--- config.mk ---
export PLATFORM = sky130hd
export DESIGN_NAME = mdu_iter
export DESIGN_NICKNAME = d
export VERILOG_FILES = /design/src/rtl/mdu_pkg.sv /design/src/rtl/mdu_iter.sv
export SDC_FILE = /design/constraint.sdc
export NUM_CORES = 1
export LEC_CHECK = 0
export CAP_MARGIN = 5
export CORE_MARGIN = 8
export CORE_UTILIZATION = 32
export DETAILED_ROUTE_END_ITERATION = 10
export SLEW_MARGIN = 5
export SYNTH_ARGS = -nofsm -noshare
export SYNTH_HDL_FRONTEND = slang
export SYNTH_SLANG_ARGS = --single-unit
--- constraint.sdc ---
create_clock -name MDU_clk -period 6.15 [get_ports MDU_clk]
set_input_delay 0.9225 -clock MDU_clk [delete_from_list [all_inputs] [get_ports MDU_clk]]
set_output_delay 0.9225 -clock MDU_clk [all_outputs]
set_load 0.02 [all_outputs]
--- src/rtl/mdu_pkg.sv ---
// Shared types and constants for the iterative RV32M multiply/divide unit.
package mdu_pkg;

  localparam int unsigned XLEN      = 32;
  localparam int unsigned REGW      = 5;
  localparam int unsigned MDU_ITERS = 32;
  localparam int unsigned CNTW      = $clog2(MDU_ITERS);

  localparam logic [XLEN-1:0] INT_MIN  = 32'h8000_0000;
  localparam logic [XLEN-1:0] ALL_ONES = 32'hFFFF_FFFF;

  typedef enum logic [2:0] {
    OP_MUL    = 3'd0,
    OP_MULH   = 3'd1,
    OP_MULHSU = 3'd2,
    OP_MULHU  = 3'd3,
    OP_DIV    = 3'd4,
    OP_DIVU   = 3'd5,
    OP_REM    = 3'd6,
    OP_REMU   = 3'd7
  } mdu_op_t;

  typedef enum logic [1:0] {
    S_IDLE = 2'd0,
    S_RUN  = 2'd1,
    S_FIX  = 2'd2,
    S_DONE = 2'd3
  } mdu_state_t;

endpackage

--- src/rtl/mdu_iter.sv ---
// Radix-2 iterative RV32M multiply/divide feeding the register file write port.
// Multiply and divide share one 64-bit accumulator; FIX spends one cycle on sign fixup and one on result select.
module mdu_iter
  import mdu_pkg::*;
(
  input  logic             MDU_clk,
  input  logic             MDU_rst_n,
  input  logic             MDU_start,
  input  logic [2:0]       MDU_op,
  input  logic [XLEN-1:0]  MDU_rs1,
  input  logic [XLEN-1:0]  MDU_rs2,
  input  logic [REGW-1:0]  MDU_rd_in,
  input  logic             MDU_kill,
  output logic             MDU_busy,
  output logic             MDU_done,
  output logic [XLEN-1:0]  MDU_result,
  output logic [REGW-1:0]  MDU_rd
);

  mdu_state_t          r_state, w_state_nxt;
  mdu_op_t             r_op;
  logic [CNTW-1:0]     r_cnt;
  logic                r_fix_ph;
  logic                r_sign_a, r_sign_b;
  logic [XLEN-1:0]     r_opnd;
  logic [2*XLEN-1:0]   r_acc;
  logic                r_busy, r_done;
  logic [XLEN-1:0]     r_result;
  logic [REGW-1:0]     r_rd;

  logic                w_accept, w_in_div, w_in_rem, w_sa, w_sb;
  logic                w_div0, w_ovf, w_special;
  logic [XLEN-1:0]     w_mag_a, w_mag_b, w_special_res;
  logic [XLEN-1:0]     w_mul_add, w_quo, w_rem, w_rem_nxt, w_sel;
  logic [XLEN:0]       w_mul_sum, w_div_shift;
  logic [XLEN+1:0]     w_div_diff;
  logic                w_qbit;
  logic [2*XLEN-1:0]   w_step, w_fixed;

  // Request decode: operand signedness, magnitudes and the early-out cases.
  always_comb begin
    w_accept  = (r_state == S_IDLE) && MDU_start && !MDU_kill;
    w_in_div  = MDU_op[2];
    w_in_rem  = MDU_op[2] && MDU_op[1];
    w_sa      = MDU_rs1[XLEN-1] && (MDU_op == OP_MULH || MDU_op == OP_MULHSU ||
                                    MDU_op == OP_DIV  || MDU_op == OP_REM);
    w_sb      = MDU_rs2[XLEN-1] && (MDU_op == OP_MULH || MDU_op == OP_DIV ||
                                    MDU_op == OP_REM);
    w_mag_a   = w_sa ? -MDU_rs1 : MDU_rs1;
    w_mag_b   = w_sb ? -MDU_rs2 : MDU_rs2;
    w_div0    = w_in_div && (MDU_rs2 == '0);
    w_ovf     = (MDU_op == OP_DIV || MDU_op == OP_REM) &&
                (MDU_rs1 == INT_MIN) && (MDU_rs2 == ALL_ONES);
    w_special = w_div0 || w_ovf;
    if (w_div0) w_special_res = w_in_rem ? MDU_rs1 : ALL_ONES;
    else        w_special_res = w_in_rem ? '0 : INT_MIN;
  end

  // One iteration: shift-add multiply or restoring divide on the shared accumulator.
  always_comb begin
    w_mul_add   = r_acc[0] ? r_opnd : '0;
    w_mul_sum   = {1'b0, r_acc[2*XLEN-1:XLEN]} + {1'b0, w_mul_add};
    w_div_shift = {r_acc[2*XLEN-1:XLEN], r_acc[XLEN-1]};
    w_div_diff  = {1'b0, w_div_shift} - {2'b00, r_opnd};
    w_qbit      = ~w_div_diff[XLEN+1];
    w_rem_nxt   = w_qbit ? w_div_diff[XLEN-1:0] : w_div_shift[XLEN-1:0];
    w_step      = r_op[2] ? {w_rem_nxt, r_acc[XLEN-2:0], w_qbit}
                          : {w_mul_sum, r_acc[XLEN-1:1]};
    w_quo       = r_acc[XLEN-1:0];
    w_rem       = r_acc[2*XLEN-1:XLEN];
    if (r_op[2])
      w_fixed = {(r_sign_a ? -w_rem : w_rem), ((r_sign_a ^ r_sign_b) ? -w_quo : w_quo)};
    else
      w_fixed = (r_sign_a ^ r_sign_b) ? -r_acc : r_acc;
    case (r_op)
      OP_MUL, OP_DIV, OP_DIVU: w_sel = r_acc[XLEN-1:0];
      default:                 w_sel = r_acc[2*XLEN-1:XLEN];
    endcase
  end

  // Next-state logic; kill forces IDLE from any busy state.
  always_comb begin
    w_state_nxt = r_state;
    case (r_state)
      S_IDLE:  if (w_accept) w_state_nxt = w_special ? S_DONE : S_RUN;
      S_RUN:   if (r_cnt == '0) w_state_nxt = S_FIX;
      S_FIX:   if (r_fix_ph) w_state_nxt = S_DONE;
      S_DONE:  w_state_nxt = S_IDLE;
      default: w_state_nxt = S_IDLE;
    endcase
    if (MDU_kill && r_state != S_IDLE) w_state_nxt = S_IDLE;
  end

  always_ff @(posedge MDU_clk or negedge MDU_rst_n) begin
    if (!MDU_rst_n) r_state <= S_IDLE;
    else            r_state <= w_state_nxt;
  end

  always_ff @(posedge MDU_clk or negedge MDU_rst_n) begin
    if (!MDU_rst_n) begin
      r_op     <= OP_MUL;
      r_cnt    <= '0;
      r_fix_ph <= 1'b0;
      r_sign_a <= 1'b0;
      r_sign_b <= 1'b0;
      r_opnd   <= '0;
      r_acc    <= '0;
      r_busy   <= 1'b0;
      r_done   <= 1'b0;
      r_result <= '0;
      r_rd     <= '0;
    end else begin
      r_busy <= (w_state_nxt != S_IDLE);
      r_done <= (w_state_nxt == S_DONE);
      case (r_state)
        S_IDLE: if (w_accept) begin
          r_op     <= mdu_op_t'(MDU_op);
          r_rd     <= MDU_rd_in;
          r_sign_a <= w_sa;
          r_sign_b <= w_sb;
          r_opnd   <= w_in_div ? w_mag_b : w_mag_a;
          r_acc    <= {{XLEN{1'b0}}, (w_in_div ? w_mag_a : w_mag_b)};
          r_cnt    <= CNTW'(MDU_ITERS - 1);
          r_fix_ph <= 1'b0;
          if (w_special) r_result <= w_special_res;
        end
        S_RUN: begin
          r_acc <= w_step;
          r_cnt <= r_cnt - CNTW'(1);
        end
        S_FIX: begin
          if (!r_fix_ph) begin
            r_acc    <= w_fixed;
            r_fix_ph <= 1'b1;
          end else if (w_state_nxt == S_DONE) begin
            r_result <= w_sel;
          end
        end
        default: ;
      endcase
    end
  end

  assign MDU_busy   = r_busy;
  assign MDU_done   = r_done;
  assign MDU_result = r_result;
  assign MDU_rd     = r_rd;

endmodule

==> results.yml, run 1 <==
critical_path:
  slowest_stage: "a211oi_1"
  path_max_fanout: 30
  reg2reg_to: "r_acc[62]"
  reg2regPathDepth: 14
  cpPeakStageDelay_ns: 0.57
  worstSetupEndpointType: "flip-flop"
  worst_setup_path_start_kind: "flip-flop"
  cp_num_buf_inv: 2
  critPathKind: "reg -> reg"
  rrSetupSlack_ns: 1.83
  worstPathArrival_ns: 4.62
  path_common_cell: "o21ai_0"
  cp_top_family: "compound AO/OA/AOI/OAI gates"
  path_cells: "inv_1 -> buf_4 -> nor2_1 -> ha_1 -> o21ai_0 -> o21ai_0 -> nand3_1 -> a21boi_0 -> a41oi_1 -> a211oi_1 -> o31ai_1 -> o21ai_0 -> xnor2_1 -> o21ai_0"
  crit_required_ns: 6.45
  timing.rr.start: "r_acc[0]"
synth:
  ys_seq_area_share_pct: 25.4
  postSynthCellCount: 1912
  ys_async_sr_fraction_pct: 100
  syn_area_per_cell_um2: 7.63
  syn_nets: 2065
  synth_ff_type: "dfrtp_1"
  yosys_warnings: 0
  synth_edf_count: 0
  ys_types: 84
  syn-cell-area_mm2: 0.0146
  synth_seq_cells: 148
timing:
  fin_crit_sh_pct: 70.3
  finalHoldViolCount: 0
  setup_viol: 0
  rsz0062_at_grt: "false"
  fmax_mhz: 231
  slew_headroom_pct: 24.3
  drv_slew: 0
  fin_tns_setup_ns: 0
  finalCriticalPeriod_ns: 4.32
  clock_skew_ns: 0.00807
  tightestPinTransition_ns: 1.13
cts:
  cts-resized-gates: 0
  cts_max_level: 4
  cts_setup_buffers: 0
  clkSinkCount: 148
  cts_root_buf: "clkbuf_16"
  cts_made_buffers: 17
  cts_hold_buf: 0
  cts_buffer_depth: 2
  clk_latency_ns: 0.45
  tritoncts: "yes"
  path_clk_slew_ns: 0.06
routing:
  wire_per_inst_um: 20.3
  avgViaCountPerCell: 5.76
  vias: 14800
  wl_met2_um: 23500
  dr_wl_met3_um: 3590
  postRouteAntennaNets: 0
  top_layer: "met4"
  drt-met1-wl_um: 23500
  wirelength_um: 52300
  first_iter_violations: 1285
  firstDrtPassIters: 5
  drc: 0
final_layout:
  area_growth_pct: 15.5
  antennaDiodeCount: 0
  design_area_mm2: 0.0168
  final_nets: 2111
  drive_above_1_share_pct: 6.39
  stdcell_count: 2571
floorplan:
  dieHeight_um: 229
  die_area_mm2: 0.0527
  io_pins: 115
  start_util_pct: 32.3
  rows: 78
  dieWidth_um: 229
  coreArea_mm2: 0.0452
global_routing:
  grt_max_degree: 96
  grt_pass1_vias: 14200
  grt_pass1_wl_um: 82500
  grtUsageTotal_pct: 19.4
  antenna_found_initial: 0
  overflow: 0
placement:
  gp_congestion: 0.942
  placed_area_mm2: 0.0163
  hpwl_um: 40000
  io_buffers: 114
  dp_cells: 2539
power:
  clkPwrFrac_pct: 15.3
  seq_power_share_pct: 25.1
  p_sw_uw: 3510
  power.density_mw_per_mm2: 412
  swShare_pct: 50.6
  p_comb_share_pct: 59.6
  ir_worst_vdd_v: 0.000247
  p_int_uw: 3430
  p_leak_uw: 0.00710
worst_hold_path:
  min_path_type: "in -> async"
run:
  maxCapViolCount: 0
outcome:
  status: "complete, no violations"
==> registers in the layout, summed over array words and instances (netlist names) <==
signal	cells
r_acc	64
MDU_result	32
r_opnd	32
MDU_rd	5
r_cnt	5
r_op	3
r_state	2
MDU_busy	1
MDU_done	1
r_fix_ph	1
r_sign_a	1
r_sign_b	1
==> synth_stat cells, types with 25 or more instances <==
library cell	instances	share of area, %
inv_1	77	2.0
nor3_1	59	2.0
mux2_2	38	2.9
ha_1	75	6.4
a21oi_1	154	5.3
xnor2_1	68	4.1
o22ai_1	34	1.5
nand2_1	201	5.2
clkbuf_1	102	2.6
nor2_1	182	4.7
xor2_1	57	3.4
mux2i_1	79	5.4
nor2b_1	42	1.8
nand3_1	32	1.1
a21o_1	26	1.3
dfrtp_1	148	25
o31ai_1	25	1.3
o21ai_0	193	6.6
==> layout by cell type (no fill, tap or decap), drive strengths merged, types with 18 or more instances in the layout <==
master / n
nor2: 182
clkdlybuf4s50: 112
nor2b: 42
xnor2: 68
nor3: 62
xor2: 57
a21o: 26
mux2i: 79
o31ai: 25
nand3: 32
or3: 19
inv: 78
nand2: 201
o21ai: 195
a31oi: 20
clkbuf: 23
o221ai: 18
mux2: 38
dfrtp: 148
o22ai: 34
nor4: 24
a21oi: 154
ha: 75
buf: 30
o211ai: 19
==> cells by family (layout without fill, tap and decap cells) <==
kind of cell,Yosys count,count (layout),synth area share [%]
multiplexers,117,117,8.36
adder cells (fa/ha/maj),77,77,6.71
buffers and inverters,196,255,5.14
flip-flops,148,148,25.4
XOR/XNOR,125,125,7.51
AO/OA/AOI/OAI,606,606,26.0
AND/OR/NAND/NOR,643,643,20.9
==> metal layers <==
| metal | global-route usage, % | vias up |
|---|---|---|
| li1 | - | 7042 |
| met1 | 26.0 | 7067 |
| met2 | 31.0 | 592 |
| met3 | 3.47 | 98 |
| met4 | 6.73 | 0 |
| met5 | 0 | - |
==> worst reg2reg max path: stages (launching register included) <==
cell      delay [ns]
dfrtp_1         0.47
inv_1           0.13
buf_4           0.36
nor2_1          0.11
ha_1            0.36
o21ai_0         0.11
o21ai_0         0.35
nand3_1         0.19
a21boi_0        0.40
a41oi_1         0.41
a211oi_1        0.57
o31ai_1         0.25
o21ai_0         0.24
xnor2_1         0.15
o21ai_0         0.09
==> worst max path at each step <==
| stage | startpoint | end | cells past startpoint |
|---|---|---|---|
| detailed placement | MDU_rs2[9] | MDU_result[12] | 11 |
| global route | r_acc[0] | r_acc[62] | 14 |
| floorplan | MDU_rs2[9] | MDU_result[24] | 11 |
| finish | r_acc[0] | r_acc[62] | 14 |
| CTS | r_acc[0] | r_acc[62] | 14 |
| global placement | MDU_rs2[9] | MDU_result[29] | 11 |
==> stage by stage <==
step                power, uW  hold WS, ns  util (%)  setup slack (ns)
finish                   6950        0.422      37.3              1.83
global route             7470        0.448      37.3              1.51
CTS                      6890        0.433      37.3              1.92
detailed placement       5800        0.465      36.0              1.46
global placement         5740        0.458      36.0              1.58
floorplan                4580        0.446         -              2.59
==> power by group through the flow <==
stage,combinational [uW],sequential [uW],clock [uW]
after global routing,4560,1790,1110
after floorplan,3070,1500,0
after detailed placement,4060,1740,0
after CTS,4090,1720,1080
final,4140,1740,1060
after global placement,4010,1730,0
==> final cells by class <==
type	count	area, um2
Timing Repair Buffer	142	1350
Clock buffer	23	468
Sequential cell	148	3700
Multi-Input combinational cell	1568	10200
Fill cell	4648	28300
Inverter	81	304
Clock inverter	9	104
Tap cell	600	751
Power figures use the tool's default switching activity.
==> run 2, diff against run 1 <==
clock period = 4.5 ns   (was 6.15 ns; I/O delays follow)
==> run 2 against run 1 <==
Net effect:
- wire length grew 2.1%
- worst setup slack lost 1.3 ns
- final cell count grew 0.70%
- highest routed layer unchanged
- via count grew 0.45%
- global-route usage grew 0.18 points
- fmax grew 8.7%
- clock skew grew 0.0020 ns
- first-iteration DRC count grew 1.0%
- clock power grew 38%
- sequential power grew 37%
- count of clock-buffer cells in the layout shrank 1
==> results.yml, run 2 (synthesis gave the netlist of run 1 again) <==
worst_hold_path:
  min_path_type: "in -> async"
critical_path:
  worstSetupEndpointType: "flip-flop"
  path_max_fanout: 20
  worstPathArrival_ns: 4.33
  crit_required_ns: 4.85
  worst_setup_path_start_kind: "flip-flop"
  critPathKind: "reg -> reg"
floorplan:
  start_util_pct: 32.3
  coreArea_mm2: 0.0452
  dieWidth_um: 229
  io_pins: 115
  rows: 78
  die_area_mm2: 0.0527
  dieHeight_um: 229
cts:
  path_clk_slew_ns: 0.06
  cts_setup_buffers: 0
  tritoncts: "yes"
  cts_made_buffers: 17
  cts_root_buf: "clkbuf_16"
  cts_hold_buf: 0
  cts-resized-gates: 0
  clkSinkCount: 148
  cts_buffer_depth: 2
  clk_latency_ns: 0.45
  cts_max_level: 4
placement:
  dp_cells: 2558
  hpwl_um: 41400
  io_buffers: 114
  gp_congestion: 0.936
final_layout:
  largest_reg_flops: 64
  fillerInstances: 4629
  seqCellArea_mm2: 0.00370
  multi_input_area_mm2: 0.0102
  final_cell_mix: "nand2_1 (200), o21ai_0 (193), nor2_1 (181), a21oi_1 (153), dfrtp_1 (147)"
  drive_above_1_share_pct: 7.34
  final_nets: 2130
  antennaDiodeCount: 0
  stdcell_count: 2589
  area_growth_pct: 16.6
  final_common_cell: "nand2_1"
  top_register: "r_acc"
global_routing:
  grt_pass1_vias: 14600
  overflow: 0
  grt_pass1_wl_um: 83000
  antenna_found_initial: 0
  grt_max_degree: 95
  grtUsageTotal_pct: 19.6
timing:
  finalCriticalPeriod_ns: 3.98
  finalHoldViolCount: 0
  setup_viol: 0
  fmax_mhz: 251
  fin_crit_sh_pct: 88.4
  clock_skew_ns: 0.0101
  rsz0062_at_grt: "false"
  tightestPinTransition_ns: 1.13
  drv_slew: 0
  fin_tns_setup_ns: 0
  slew_headroom_pct: 24.1
routing:
  firstDrtPassIters: 8
  wire_per_inst_um: 20.6
  postRouteAntennaNets: 0
  drc: 0
  first_iter_violations: 1298
  vias: 14900
  wirelength_um: 53400
  avgViaCountPerCell: 5.74
power:
  ir_worst_vdd_v: 0.000324
  power.density_mw_per_mm2: 567
  p_leak_uw: 0.00721
run:
  maxCapViolCount: 0
outcome:
  status: "complete, no violations"
==> run 2: cell types whose count changed in the layout (fill, tap and decap cells not counted) <==
cell	before	now
buf_12	0	1
buf_4	28	46
clkbuf_1	4	2
clkbuf_8	2	3
==> run 2: area by class of cell <==
class | instances | share of cell area (%)
inverters | 81 | 1.79
flip-flops and latches | 148 | 21.8
repair buffers | 161 | 8.84
well taps | 600 | 4.41
multi-input cells | 1568 | 59.8
clock inverters | 9 | 0.611
clock buffers | 22 | 2.79
==> run 2: critical path, stage by stage (launching register included) <==
cell       delay (ns)
dfrtp_1          0.41
inv_1            0.36
buf_4            0.35
nor2_1           0.09
ha_1             0.39
nand4_1          0.24
nor3_1           0.21
a21bo_2          0.27
a2111oi_0        0.41
nor2_1           0.16
o21ai_0          0.44
xnor2_1          0.15
o221a_2          0.26
o21ai_0          0.15
==> run 2: final timing paths <==
path                                 start    endpoint  slack [ns]  depth (start not counted)
worst max register to register    r_acc[0]   r_acc[59]        0.52                         13
max in group asynchronous        MDU_rst_n  r_opnd[27]        3.14                          2
worst min register to register  r_opnd[18]  r_opnd[18]        0.48                          2
min in group MDU_clk            r_opnd[18]  r_opnd[18]        0.48                          2
worst min-delay path             MDU_rst_n    r_acc[5]        0.22                          1
worst max-delay path              r_acc[0]   r_acc[59]        0.52                         13
==> run 2: per-stage QoR <==
| step | util (%) | hold slack, ns | power (uW) | setup slack (ns) | instance area, um2 |
|---|---|---|---|---|---|
| 6_report | 37.6 | 0.216 | 9640 | 0.522 | 17000 |
| 4_1_cts | 37.6 | 0.278 | 9550 | 0.583 | 17000 |
| 3_5_place_dp | 36.4 | 0.470 | 8050 | 0.255 | 16400 |
| 2_1_floorplan | - | 0.379 | 6250 | 1.04 | 14600 |
| 5_1_grt | 37.6 | 0.277 | 10300 | 0.281 | 17000 |
| 3_3_place_gp | 36.4 | 0.459 | 7980 | 0.346 | 16400 |
==> run 2: per-layer routing <==
layer	wire (um)	track usage [%]
met4	1770	7.75
met5	0	0
met3	3960	3.47
met2	24300	31.7
met1	23300	25.6
==> run 2: power by group <==
part / internal [uW] / switching (uW)
clock network: 854 / 607
logic: 2170 / 3640
registers: 1740 / 641
